<file path="config.mk">
export PLATFORM = sky130hd
export DESIGN_NAME = udp_header_tx_flat
export DESIGN_NICKNAME = d
export VERILOG_FILES = /design/src/rtl/eth_pkg.sv /design/src/rtl/udp_header_tx_if.sv /design/src/rtl/udp_header_tx.sv /design/src/flat_wrapper.sv
export SDC_FILE = /design/constraint.sdc
export NUM_CORES = 1
export LEC_CHECK = 0
export BUFFER_PORTS_ARGS = -buffer_cell sky130_fd_sc_hd__buf_2
export CAP_MARGIN = 20
export CORE_MARGIN = 2
export CORE_UTILIZATION = 45
export CTS_BUF_LIST = sky130_fd_sc_hd__clkbuf_8
export DETAILED_ROUTE_END_ITERATION = 7
export MAX_ROUTING_LAYER = met4
export PLACE_DENSITY = 0.66
export SETUP_SLACK_MARGIN = 0.05
export SYNTH_ARGS = -nofsm -noshare
export SYNTH_HDL_FRONTEND = slang
export SYNTH_SLANG_ARGS = --single-unit
</file>
<file path="constraint.sdc">
create_clock -name aclk -period 8 [get_ports aclk]
set_clock_uncertainty 0.05 [all_clocks]
set_input_delay 0.4 -clock aclk [delete_from_list [all_inputs] [get_ports aclk]]
set_output_delay 0.4 -clock aclk [all_outputs]
set_load 0.03 [all_outputs]
</file>
<file path="src/rtl/eth_pkg.sv">
// Ethernet/IP/UDP definitions shared by the UDP transmit and receive paths:
// header length, the UDP framer state encoding and small header helpers.
package eth_pkg;

    localparam logic [15:0] LEN_UDP_HEADER = 16'd8;

    typedef enum logic [2:0] {
        IDLE,
        PORT_SOURCE,
        PORT_DESTINATION,
        LENGTH,
        CHECKSUM,
        PAYLOAD
    } udp_tx_state_t;

    // Header words go out big-endian: high byte at count 0, low byte at count 1.
    function automatic logic [7:0] header_byte(input logic [15:0] word, input logic low);
        return low ? word[7:0] : word[15:8];
    endfunction

    // Header state that follows once both bytes of the current header word are sent.
    function automatic udp_tx_state_t header_next(input udp_tx_state_t s);
        case (s)
            PORT_SOURCE:      return PORT_DESTINATION;
            PORT_DESTINATION: return LENGTH;
            LENGTH:           return CHECKSUM;
            CHECKSUM:         return PAYLOAD;
            default:          return IDLE;
        endcase
    endfunction

endpackage

</file>
<file path="src/rtl/udp_header_tx_if.sv">
// Datagram request, payload stream and framed output stream of the UDP transmit framer.
// Optional macro UDP_CHECKSUM_EN adds the checksum request field.
interface udp_header_tx_if;

    logic        start;
    logic [15:0] port_s;
    logic [15:0] port_d;
    logic [15:0] payload_len;
`ifdef UDP_CHECKSUM_EN
    logic [15:0] checksum;
`endif
    logic [7:0]  s_data;
    logic        s_valid;
    logic        s_ready;
    logic [7:0]  m_data;
    logic        m_valid;
    logic        m_ready;
    logic        m_last;
    logic        busy;
    logic        len_err;

    modport master (
        input  start, port_s, port_d, payload_len,
`ifdef UDP_CHECKSUM_EN
        input  checksum,
`endif
        input  s_data, s_valid, m_ready,
        output s_ready, m_data, m_valid, m_last, busy, len_err
    );

    modport slave (
        output start, port_s, port_d, payload_len,
`ifdef UDP_CHECKSUM_EN
        output checksum,
`endif
        output s_data, s_valid, m_ready,
        input  s_ready, m_data, m_valid, m_last, busy, len_err
    );

endinterface

</file>
<file path="src/rtl/udp_header_tx.sv">
// Transmit-side UDP framer: serialises the 8-byte UDP header MSB first, then passes payload through.
// Optional macro UDP_CHECKSUM_EN sends a caller-supplied checksum instead of 16'h0000.
module udp_header_tx
    import eth_pkg::*;
#(
    parameter int MAX_PAYLOAD = 1472
) (
    input  logic            aclk,
    input  logic            areset,
    udp_header_tx_if.master bus
);

    localparam logic [15:0] MAX_LEN = 16'(MAX_PAYLOAD);

    udp_tx_state_t state, state_next;
    logic [15:0]   count, count_next;
    logic          load;

    logic [15:0]   src_q;
    logic [15:0]   dst_q;
    logic [15:0]   len_buf;
    logic [15:0]   plen_q;
`ifdef UDP_CHECKSUM_EN
    logic [15:0]   csum_q;
`endif
    logic [15:0]   word;
    logic          word_done;

    always_ff @(posedge aclk or posedge areset) begin
        if (areset) begin
            state <= IDLE;
            count <= 16'd0;
        end else begin
            state <= state_next;
            count <= count_next;
        end
    end

    // Request fields are plain data: captured on an accepted start, never reset.
    always_ff @(posedge aclk) begin
        if (load) begin
            src_q   <= bus.port_s;
            dst_q   <= bus.port_d;
            plen_q  <= bus.payload_len;
            len_buf <= bus.payload_len + LEN_UDP_HEADER;
`ifdef UDP_CHECKSUM_EN
            csum_q  <= bus.checksum;
`endif
        end
    end

    always_comb begin
        word = 16'h0000;
        case (state)
            PORT_SOURCE:      word = src_q;
            PORT_DESTINATION: word = dst_q;
            LENGTH:           word = len_buf;
`ifdef UDP_CHECKSUM_EN
            CHECKSUM:         word = csum_q;
`else
            CHECKSUM:         word = 16'h0000;
`endif
            default:          word = 16'h0000;
        endcase
    end

    assign word_done = (count == 16'd1) && bus.m_ready;

    always_comb begin
        state_next  = state;
        count_next  = count;
        load        = 1'b0;
        bus.m_data  = 8'h00;
        bus.m_valid = 1'b0;
        bus.m_last  = 1'b0;
        bus.s_ready = 1'b0;
        bus.len_err = 1'b0;
        bus.busy    = (state != IDLE);

        case (state)
            IDLE: begin
                count_next = 16'd0;
                if (bus.start) begin
                    if (bus.payload_len > MAX_LEN) begin
                        bus.len_err = 1'b1;
                    end else begin
                        load       = 1'b1;
                        state_next = PORT_SOURCE;
                    end
                end
            end

            PORT_SOURCE, PORT_DESTINATION, LENGTH, CHECKSUM: begin
                bus.m_valid = 1'b1;
                bus.m_data  = header_byte(word, count[0]);
                // An empty datagram ends on the checksum low byte.
                if (state == CHECKSUM && plen_q == 16'd0 && count == 16'd1)
                    bus.m_last = 1'b1;
                if (word_done) begin
                    count_next = 16'd0;
                    if (state == CHECKSUM && plen_q == 16'd0)
                        state_next = IDLE;
                    else
                        state_next = header_next(state);
                end else if (bus.m_ready) begin
                    count_next = 16'd1;
                end
            end

            PAYLOAD: begin
                bus.m_data  = bus.s_data;
                bus.m_valid = bus.s_valid;
                bus.s_ready = bus.m_ready;
                bus.m_last  = bus.s_valid && (count == plen_q - 16'd1);
                if (bus.s_valid && bus.m_ready) begin
                    if (count == plen_q - 16'd1) begin
                        count_next = 16'd0;
                        state_next = IDLE;
                    end else begin
                        count_next = count + 16'd1;
                    end
                end
            end

            default: begin
                state_next = IDLE;
                count_next = 16'd0;
            end
        endcase
    end

endmodule

</file>
<file path="src/flat_wrapper.sv">
// flat-port wrapper written by rule: the top's interface ports become plain ports
module udp_header_tx_flat import eth_pkg::*;
#(
    parameter int MAX_PAYLOAD = 1472
)
  (aclk, areset, bus_start, bus_port_s, bus_port_d, bus_payload_len, bus_s_data, bus_s_valid, bus_m_ready, bus_s_ready, bus_m_data, bus_m_valid, bus_m_last, bus_busy, bus_len_err);
  udp_header_tx_if bus_i ();
  input  logic aclk;
  input  logic areset;
  input wire logic [$bits(bus_i.start)-1:0] bus_start;
  input wire logic [$bits(bus_i.port_s)-1:0] bus_port_s;
  input wire logic [$bits(bus_i.port_d)-1:0] bus_port_d;
  input wire logic [$bits(bus_i.payload_len)-1:0] bus_payload_len;
  input wire logic [$bits(bus_i.s_data)-1:0] bus_s_data;
  input wire logic [$bits(bus_i.s_valid)-1:0] bus_s_valid;
  input wire logic [$bits(bus_i.m_ready)-1:0] bus_m_ready;
  output wire logic [$bits(bus_i.s_ready)-1:0] bus_s_ready;
  output wire logic [$bits(bus_i.m_data)-1:0] bus_m_data;
  output wire logic [$bits(bus_i.m_valid)-1:0] bus_m_valid;
  output wire logic [$bits(bus_i.m_last)-1:0] bus_m_last;
  output wire logic [$bits(bus_i.busy)-1:0] bus_busy;
  output wire logic [$bits(bus_i.len_err)-1:0] bus_len_err;
  assign bus_i.start = bus_start;
  assign bus_i.port_s = bus_port_s;
  assign bus_i.port_d = bus_port_d;
  assign bus_i.payload_len = bus_payload_len;
  assign bus_i.s_data = bus_s_data;
  assign bus_i.s_valid = bus_s_valid;
  assign bus_i.m_ready = bus_m_ready;
  assign bus_s_ready = bus_i.s_ready;
  assign bus_m_data = bus_i.m_data;
  assign bus_m_valid = bus_i.m_valid;
  assign bus_m_last = bus_i.m_last;
  assign bus_busy = bus_i.busy;
  assign bus_len_err = bus_i.len_err;
  udp_header_tx #(.MAX_PAYLOAD(MAX_PAYLOAD)) u_core (.aclk(aclk), .areset(areset), .bus(bus_i));
endmodule
</file>
==> impl_metrics.yaml, run 1 <==
clocking:
  cts_tree: "yes"
  cts-hold-fix-buffers: 0
  clkTransAtPathRegs_ns: 0.09
  worstSkewPairLatency_ns: 0.36
  cts_buffers: 9
  htreeDepth: 3
  cts_resized: 0
  cts.path.max_buffers: 2
  postCtsSetupRepairBufs: 0
  cts_root_buf: "clkbuf_8"
  clock-sinks: 80
synth:
  synth_edf_count: 61
  ys_types: 63
  yosysWarnings: 0
  yosysSeqAreaShare: 0.5270
  synth_area_per_cell_um2: 10.89
  async_flop_share: 0.2375
  synthesis.instances: 402
  ys_ff_latch: 80
  synth_ff_type: "edfxtp_1"
  syn_area_um2: 4378
  synthesis.nets: 467
worst_setup_path:
  end_kind: "primary output"
  critPathLaunch: "u_core.plen_q[3]"
  cp-start-kind: "flip-flop"
  worstReg2RegStart: "u_core.plen_q[3]"
  worst-path-max-fanout: 9
  path_class: "flip-flop to primary output"
  crit_arrival_ns: 3.65
  cp.required_ns: 7.55
global_routing:
  grt_overflow: 0
  grt_max_degree: 62
  grt_usage: 0.2212
  first_global_vias: 3225
  antenna_found_initial: 0
  grt_first_pass_wirelength_um: 16990
timing:
  period_share: 0.5128
  rsz0062_at_grt: "false"
  hold_violations: 0
  drv_slew: 0
  tns_ns: 0
  slew_headroom: 0.4190
  setup_viol: 0
  fin_crit_ns: 4.103
  max_freq_mhz: 243.7
  max_slew.worst_pin.slew_ns: 0.8715
drt:
  first_iter_violations: 257
  vias: 3460
  wl_met3_um: 563
  dr.pass1.iters: 7
  routed_via_density: 5.796
  drc: 0
  met2_length_um: 5244
  totalWireLength_um: 10740
  routedWlPerCell_um: 17.98
  ant_nets: 0
  met1_length_um: 4819
  top_layer: "met4"
power_and_ir_drop:
  cellLeakagePower_nw: 1.857
  p_per_area_nw_per_um2: 235.5
  total_power_w: 0.001179
  ir_worst_vdd_uv: 135.4
flow_run:
  maxCapViolations: 0
status:
  outcome: "complete, no violations"
layout:
  fill_cells: 850
  seqCellArea_um2: 2307
  syn_to_final_growth_pct: 14.35
  antenna_cells: 0
  final_layout_size_suffix_gt1_frac: 0.2179
  layout_commonest_cell: "buf_2"
  multi_input_area_um2: 1903
  fin_nets: 528
  final_cell_mix: "buf_2 (73), edfxtp_1 (61), nand2_1 (28)"
  design_area_um2: 5006
placed_design:
  gp_congestion: 0.8622
  hpwl_um: 7812
  io_buffer_count: 73
  placedInstanceArea_um2: 4812
floorplan:
  die_x_um: 102.6
  io_pins: 74
  rows: 35
  die_h_um: 102.6
  core_um2: 9328
  die_area_um2: 10530
  start_util: 0.4693
hold_path:
  hp-class: "input pin to async pin"
-- through the flow --
stage / instances / util / worst slack (ns) / hold slack [ns]
3_3_place_gp: 581 / 0.5159 / 4.309 / 0.5187
6_report: 597 / 0.5367 / 3.897 / 0.09348
2_1_floorplan: 402 / - / 4.342 / 0.3011
3_5_place_dp: 581 / 0.5159 / 4.297 / 0.5221
5_1_grt: 597 / 0.5367 / 3.704 / 0.1202
4_1_cts: 597 / 0.5367 / 3.886 / 0.1120
-- worst max-delay path, stage by stage (launching register included) --
cell,delay [ns]
edfxtp_1,0.52
or4_4,0.58
or3_4,0.41
a2111oi_4,0.38
nand3_1,0.11
or3b_1,0.37
or4b_1,0.52
o32ai_1,0.15
buf_2,0.26
-- state kept, by name, summed over array words and instances (netlist names) --
| register | flops |
|---|---|
| u_core.dst_q | 16 |
| u_core.plen_q | 16 |
| u_core.src_q | 16 |
| u_core.len_buf | 13 |
| u_core.state | 3 |
| u_core.count | 16 |
-- where the power goes --
| part | switching [W] | total [W] | internal, W |
|---|---|---|---|
| clock | 0.000176 | 0.000298 | 0.000122 |
| combinational | 0.000243 | 0.000369 | 0.000127 |
| sequential | 0.0000542 | 0.000512 | 0.000458 |
| total | 0.000473 | 0.00118 | 0.000706 |
-- cell families (layout without fill, tap and decap cells) --
family,count (synthesis),after routing,synth area share
flops,80,80,0.5270
fa+ha+maj,4,4,0.01143
compound gates,98,98,0.1669
simple gates,142,142,0.1786
mux,4,4,0.009431
xor+xnor,34,34,0.06802
buf+inv,40,106,0.03858
-- synth_stat cells (5+ instances only) --
library cell	count	share of area
o21ai_0	8	0.0091
nor3_1	14	0.016
nand4_1	11	0.016
a221oi_1	11	0.022
o22ai_1	7	0.010
inv_1	12	0.010
a22o_1	10	0.020
nor2_1	22	0.019
xor2_1	10	0.020
or3_1	5	0.0071
nand2_1	28	0.024
xnor2_1	24	0.048
a21oi_1	22	0.025
and3_1	14	0.020
nand3_1	17	0.019
clkbuf_1	20	0.017
edfxtp_1	61	0.42
dfrtp_1	19	0.11
-- worst paths after layout --
| check | endpoint | slack, ns | cells after the start |
|---|---|---|---|
| max | bus_m_last | 3.90 | 8 |
| min | u_core.count[0] | 0.09 | 2 |
| max reg2reg | u_core.count[4] | 4.62 | 7 |
| min reg2reg | u_core.count[7] | 0.58 | 1 |
| max in group asynchronous | u_core.count[6] | 7.34 | 2 |
| min in group aclk | u_core.dst_q[12] | 0.15 | 1 |
-- area by class of cell --
class,instances,area share
Clock buffer,9,0.02474
Inverter,14,0.01050
Timing Repair Buffer,76,0.07748
Sequential cell,80,0.4609
Multi-Input combinational cell,282,0.3802
Tap cell,129,0.03224
Clock inverter,7,0.01400
-- layer usage --
metal / vias to the layer above / track usage
met4: 0 / 0.05436
met1: 1666 / 0.3067
met5: - / -
met2: 111 / 0.3353
met3: 8 / 0.04542
li1: 1675 / -
(Power assumes the default switching activity.)
==> inputs of run 2 (changes only) <==
- ABC_AREA: unset -> 1
- PLACE_DENSITY: 0.66 -> 0.69
- clock period: 8 -> 3.7 ns (I/O delays scaled with it)
==> run 2 against run 1 <==
  * Synthesized cell count up 21%
  * Critical path type unchanged
  * Sequential power up 110%
  * Global-route usage up 0.72 points
  * Worst hold slack worse by 0.082 ns
  * Design area up 11%
  * Combinational power rose to 2.9 times the previous value
  * Highest routed layer unchanged
  * Clock power up 98%
  * Critical path depth up 5
  * Wire length up 5.1%
  * Worst setup slack worse by 3.0 ns
  * Critical endpoint unchanged
  * Via count up 10%
==> impl_metrics.yaml, run 2 <==
global_routing:
  grt_usage: 0.2284
  first_global_vias: 3989
  grt_max_degree: 32
  antenna_found_initial: 0
  grt_first_pass_wirelength_um: 18840
  grt_overflow: 0
synth:
  muxShareOfSynthArea: 0
  synth_top_area_cell: "edfxtp_1"
  synth_ff_type: "edfxtp_1"
  synth_common_cells: "nand2_1 (125), edfxtp_1 (61), inv_1 (57)"
  yosysTopAreaCellShare: 0.4095
  ys_types: 40
  syn_area_um2: 4473
  synth_area_leaders: "edfxtp_1 (41%), dfrtp_1 (11%), nand2_1 (10%), inv_1 (4.8%), xor2_1 (3.9%)"
  synthXorXnorAreaFrac: 0.05483
  synth_fa_ha_area_frac: 0.01119
  synth_top_family_by_area: "simple AND/OR/NAND/NOR gates"
  synthesis.instances: 486
  synth-simple-area-share: 0.2582
  synth-compound-area-share: 0.09538
  yosysWarnings: 0
  yosysSeqAreaShare: 0.5158
  synth_area_per_cell_um2: 9.204
  async_flop_share: 0.2375
  synthesis.nets: 551
  ys_ff_latch: 80
  synth_edf_count: 61
  yosysMostFrequentCell: "nand2_1"
drt:
  vias: 3807
  routedWlPerCell_um: 15.16
  ant_nets: 0
  totalWireLength_um: 11280
  first_iter_violations: 207
  drc: 0
  routed_via_density: 5.117
  dr.pass1.iters: 5
layout:
  final_cell_mix: "nand2_1 (125), buf_2 (73), edfxtp_1 (61)"
  final_layout_size_suffix_gt1_frac: 0.2111
  multi_input_area_um2: 1884
  design_area_um2: 5574
  seqCellArea_um2: 2307
  layout_commonest_cell: "nand2_1"
  fill_cells: 862
  antenna_cells: 0
  fin_nets: 671
  final_util: 0.5729
  syn_to_final_growth_pct: 24.62
timing:
  max_freq_mhz: 361.8
  fin_crit_ns: 2.764
  period_share: 0.7471
  hold_violations: 0
  drv_slew: 0
  max_slew.worst_pin.slew_ns: 0.7180
  setup_viol: 0
  slew_headroom: 0.5208
  rsz0062_at_grt: "false"
  tns_ns: 0
clocking:
  cts_tree: "yes"
  cts_root_buf: "clkbuf_8"
  clock-sinks: 80
  postCtsSetupRepairBufs: 0
  worstSkewPairLatency_ns: 0.37
  cts_buffers: 9
  cts.path.max_buffers: 2
  htreeDepth: 3
  clkTransAtPathRegs_ns: 0.08
worst_setup_path:
  path_depth: 13
  crit_path_frequent_cell: "nand2_1"
  worst-path-max-fanout: 6
  critPathLaunch: "u_core.plen_q[0]"
  worstReg2RegStart: "u_core.plen_q[0]"
  path_cells: "inv_1 > ha_1 > nand3_2 > nor2_2 > nand2_1 > nand2_1 > nand2_1 > nor2_1 > nand2_1 > nor2_2 > nand2_2 > o22ai_1 > buf_2"
  path_buf_inv: 2
  max_stage_delay_ns: 0.41
  end_kind: "primary output"
  path_class: "flip-flop to primary output"
  worst-r2r-cell-count: 15
  crit_arrival_ns: 2.53
  critPathTopFamily: "simple AND/OR/NAND/NOR gates"
  cp-start-kind: "flip-flop"
  crit_path_top_delay_cell: "edfxtp_1"
  cp.required_ns: 3.46
placed_design:
  io_buffer_count: 73
  placedInstanceArea_um2: 4967
  hpwl_um: 8024
  gp_congestion: 0.9556
power_and_ir_drop:
  p_per_area_nw_per_um2: 485.2
  comb_power_share: 0.395
  p_sw_frac: 0.4051
  clockPowerShare: 0.218
  ir_worst_vdd_uv: 394.2
  seq_power_share: 0.387
  p_int_w: 0.001609
  cellLeakagePower_nw: 2.381
  p_switching_w: 0.001096
hold_path:
  holdPathStages: 1
  min_from: "bus_payload_len[5]"
  hp-class: "input pin to flip-flop"
floorplan:
  die_x_um: 103.7
  die_h_um: 103.7
  io_pins: 74
  rows: 36
  die_area_um2: 10750
  core_um2: 9729
  start_util: 0.4597
flow_run:
  maxCapViolations: 0
status:
  outcome: "complete, no violations"
## run 2: cell count changes after synthesis, moves of 7 or more
cell,delta
and3_1,-14
nor3_1,-9
clkbuf_1,-15
nor2_1,+15
nand2_1,+97
nand3_1,+12
o21ai_0,+11
xor2_1,+10
a21oi_2,+7
a21oi_1,-15
inv_1,+45
a22o_1,-9
xnor2_1,-16
## run 2: final timing paths
path | slack, ns | endpoint
min reg2reg | 0.52 | u_core.state[1]
min in group asynchronous | 0.43 | u_core.count[1]
max in group asynchronous | 2.71 | u_core.state[1]
max reg2reg | 1.25 | u_core.state[2]
min | 0.01 | u_core.plen_q[5]
max | 0.94 | bus_m_last
## run 2: through the flow
step                power, W  worst slack [ns]  hold slack, ns  cells
finish              0.002704            0.9358         0.01150    744
floorplan           0.001822            0.6211         0.08613    486
CTS                 0.002704            0.9486       0.0008956    744
global route        0.002845            0.7164         0.01458    744
detailed placement  0.002090             1.296          0.3023    685
global placement    0.002074             1.393          0.2866    685
## run 2: layout make-up
type,count,area share
clock buffer,11,0.02716
clock inverter,5,0.004489
inverter,57,0.03838
multi-input combinational,338,0.3380
sequential,80,0.4139
tap,133,0.02985
timing repair buffer,120,0.1481
## run 2: worst register-to-register path, delay by kind of cell, from the launching register on
family,cells,cell delay (ns)
flops,1,0.41
simple gates,13,1.38
fa+ha+maj,1,0.31
buf+inv,1,0.20
## run 2: power by group through the flow
stage	Combinational (W)	Sequential, W	Clock (W)
4_1_cts	0.00107	0.00104	0.000594
5_1_grt	0.00116	0.00105	0.000630
6_report	0.00107	0.00105	0.000589
3_5_place_dp	0.00102	0.00106	0
3_3_place_gp	0.00101	0.00106	0
2_1_floorplan	0.000784	0.00104	0
## run 2: kinds of logic (layout without fill, tap and decap cells)
| family | count (synthesis) | in the layout |
|---|---|---|
| AO/OA/AOI/OAI | 60 | 60 |
| XOR/XNOR | 28 | 28 |
| adder cells (fa/ha/maj) | 4 | 4 |
| buffers and inverters | 68 | 193 |
| flip-flops | 80 | 80 |
| AND/OR/NAND/NOR | 246 | 246 |
## run 2: what timing repair did
item / in CTS / in global routing
gates resized for setup: 0 / 0
hold buffers: 43 / 0
endpoints found under the hold margin: 61 / 0
endpoints found under the setup margin: 0 / 0
## run 2: layer usage
metal | vias up | GRT usage | wire [um]
li1 | 1889 | - | -
met1 | 1760 | 0.2651 | 4663
met5 | - | - | 0
met4 | 0 | 0.1178 | 422
met2 | 123 | 0.3851 | 5647
met3 | 35 | 0.03587 | 548
==> inputs of run 3 (changes only) <==
- clock period: 3.7 -> 2.35 ns (I/O delays scaled with it)
==> run 3 against run 2 <==
  * The run now ends with negative setup slack left
  * Wire length grew 10%
  * Cell count is 4.0% higher
  * Clock-buffer cell count down 2
  * Sequential power rose by 56%
  * Sequential share of layout area is 2.8 points lower
  * Power increased by 76%
  * Critical path type unchanged
  * Highest routed layer unchanged
==> impl_metrics.yaml, run 3 (synthesis results as in run 2) <==
timing:
  setup_viol: 1
  period_share: 1.011
  rsz0062_at_grt: "true"
  slew_headroom: 0.5019
  setup_ws_ns: -0.02628
  fin_crit_ns: 2.376
  max_freq_mhz: 420.8
  hold_violations: 0
  drv_slew: 0
  max_slew.worst_pin.slew_ns: 0.7463
worst_setup_path:
  end_kind: "primary output"
  path_class: "flip-flop to primary output"
  worst-path-max-fanout: 4
  cp-start-kind: "flip-flop"
  crit_arrival_ns: 2.21
  cp.required_ns: 2.18
global_routing:
  grt_overflow: 0
  grt_usage: 0.2450
  first_global_vias: 4182
  grt_max_degree: 62
  antenna_found_initial: 0
  grt_first_pass_wirelength_um: 20080
layout:
  finalNonFillerCells: 774
  fin_nets: 701
  final_layout_size_suffix_gt1_frac: 0.2793
  fill_cells: 798
  antenna_cells: 0
  seqCellArea_um2: 2311
  final_cell_mix: "nand2_1 (124), buf_2 (70), edfxtp_1 (61)"
  layout_commonest_cell: "nand2_1"
  syn_to_final_growth_pct: 34.04
  multi_input_area_um2: 1997
status:
  outcome: "finished with violations"
  violations: "negative setup slack"
drt:
  first_iter_violations: 282
  routed_via_density: 5.226
  totalWireLength_um: 12440
  ant_nets: 0
  vias: 4045
  drc: 0
  routedWlPerCell_um: 16.07
  dr.pass1.iters: 6
floorplan:
  io_pins: 74
  die_h_um: 103.7
  die_x_um: 103.7
  core_um2: 9729
  rows: 36
  start_util: 0.4597
  die_area_um2: 10750
clocking:
  cts_buffers: 9
  clock-sinks: 80
  worstSkewPairLatency_ns: 0.37
  htreeDepth: 3
  cts_tree: "yes"
  cts.path.max_buffers: 2
  cts_root_buf: "clkbuf_8"
  clkTransAtPathRegs_ns: 0.09
hold_path:
  hp-class: "input pin to flip-flop"
flow_run:
  maxCapViolations: 0
power_and_ir_drop:
  p_per_area_nw_per_um2: 794.6
  cellLeakagePower_nw: 2.521
  ir_worst_vdd_uv: 704.9
  total_power_w: 0.004764
placed_design:
  hpwl_um: 8057
  gp_congestion: 0.9070
  dp.cells: 693
  io_buffer_count: 73
run 3: metrics by stage:
step                  util  worst slack, ns  instance area (um^2)  hold WS, ns  setup TNS [ns]
finish              0.6163         -0.02628                  5996       0.1186        -0.02628
global route        0.6163          -0.1219                  5996       0.1565         -0.1219
CTS                 0.6010          0.01862                  5847       0.1219               0
detailed placement  0.5183           0.1037                  5042       0.2320               0
global placement    0.5183           0.2000                  5042       0.2238               0
floorplan                -           0.1002                  4483      0.01863               0
run 3: what timing repair did:
item | in CTS | in global routing
hold buffers | 49 | 0
setup buffers | 6 | 9
hold endpoints to repair | 67 | 0
setup endpoints to repair | 9 | 15
gates resized for setup | 16 | 21
gates cloned | 1 | 0
pin swaps | 2 | 4
run 3: layout make-up:
| class | count | area share |
|---|---|---|
| flip-flops and latches | 80 | 0.3854 |
| multi-input cells | 338 | 0.3331 |
| repair buffers | 149 | 0.1811 |
| inverters | 57 | 0.03735 |
| well taps | 133 | 0.02775 |
| clock buffers | 9 | 0.02066 |
| clock inverters | 7 | 0.01336 |
| repair inverters | 1 | 0.001252 |
run 3: path summary, 6_finish.rpt:
path                                  start              end  slack [ns]  depth (start not counted)
max                        u_core.plen_q[2]       bus_m_last       -0.03                         12
min                             bus_m_ready  u_core.count[0]        0.12                          6
max reg2reg                u_core.plen_q[2]  u_core.state[1]        0.16                         14
min reg2reg                 u_core.state[2]  u_core.state[2]        0.50                          2
max in group asynchronous            areset  u_core.state[0]        1.39                          3
min in group asynchronous            areset  u_core.state[2]        0.35                          3
run 3: power breakdown:
group          internal, W  total [W]  switching [W]
combinational     0.000739    0.00207        0.00133
clock             0.000503    0.00106       0.000556
sequential         0.00157    0.00164      0.0000658
run 3: per-layer routing:
metal	routed length (um)	global-route usage	up-vias
li1	-	-	1952
met1	4868	0.2753	1893
met4	499	0.1342	0
met5	0	-	-
met3	636	0.03335	32
met2	6438	0.4234	168
run 3: critical path: stages, from the launching register on:
cell and delay, ns:
edfxtp_1 0.50, inv_1 0.16, nand2_1 0.08, nor2_1 0.17, nand3_1 0.11, nand2_1 0.09
nand2_1 0.05, a21oi_1 0.13, nand2_1 0.08, nor2_2 0.10, nand2_2 0.10, o22ai_2 0.13
buf_6 0.15
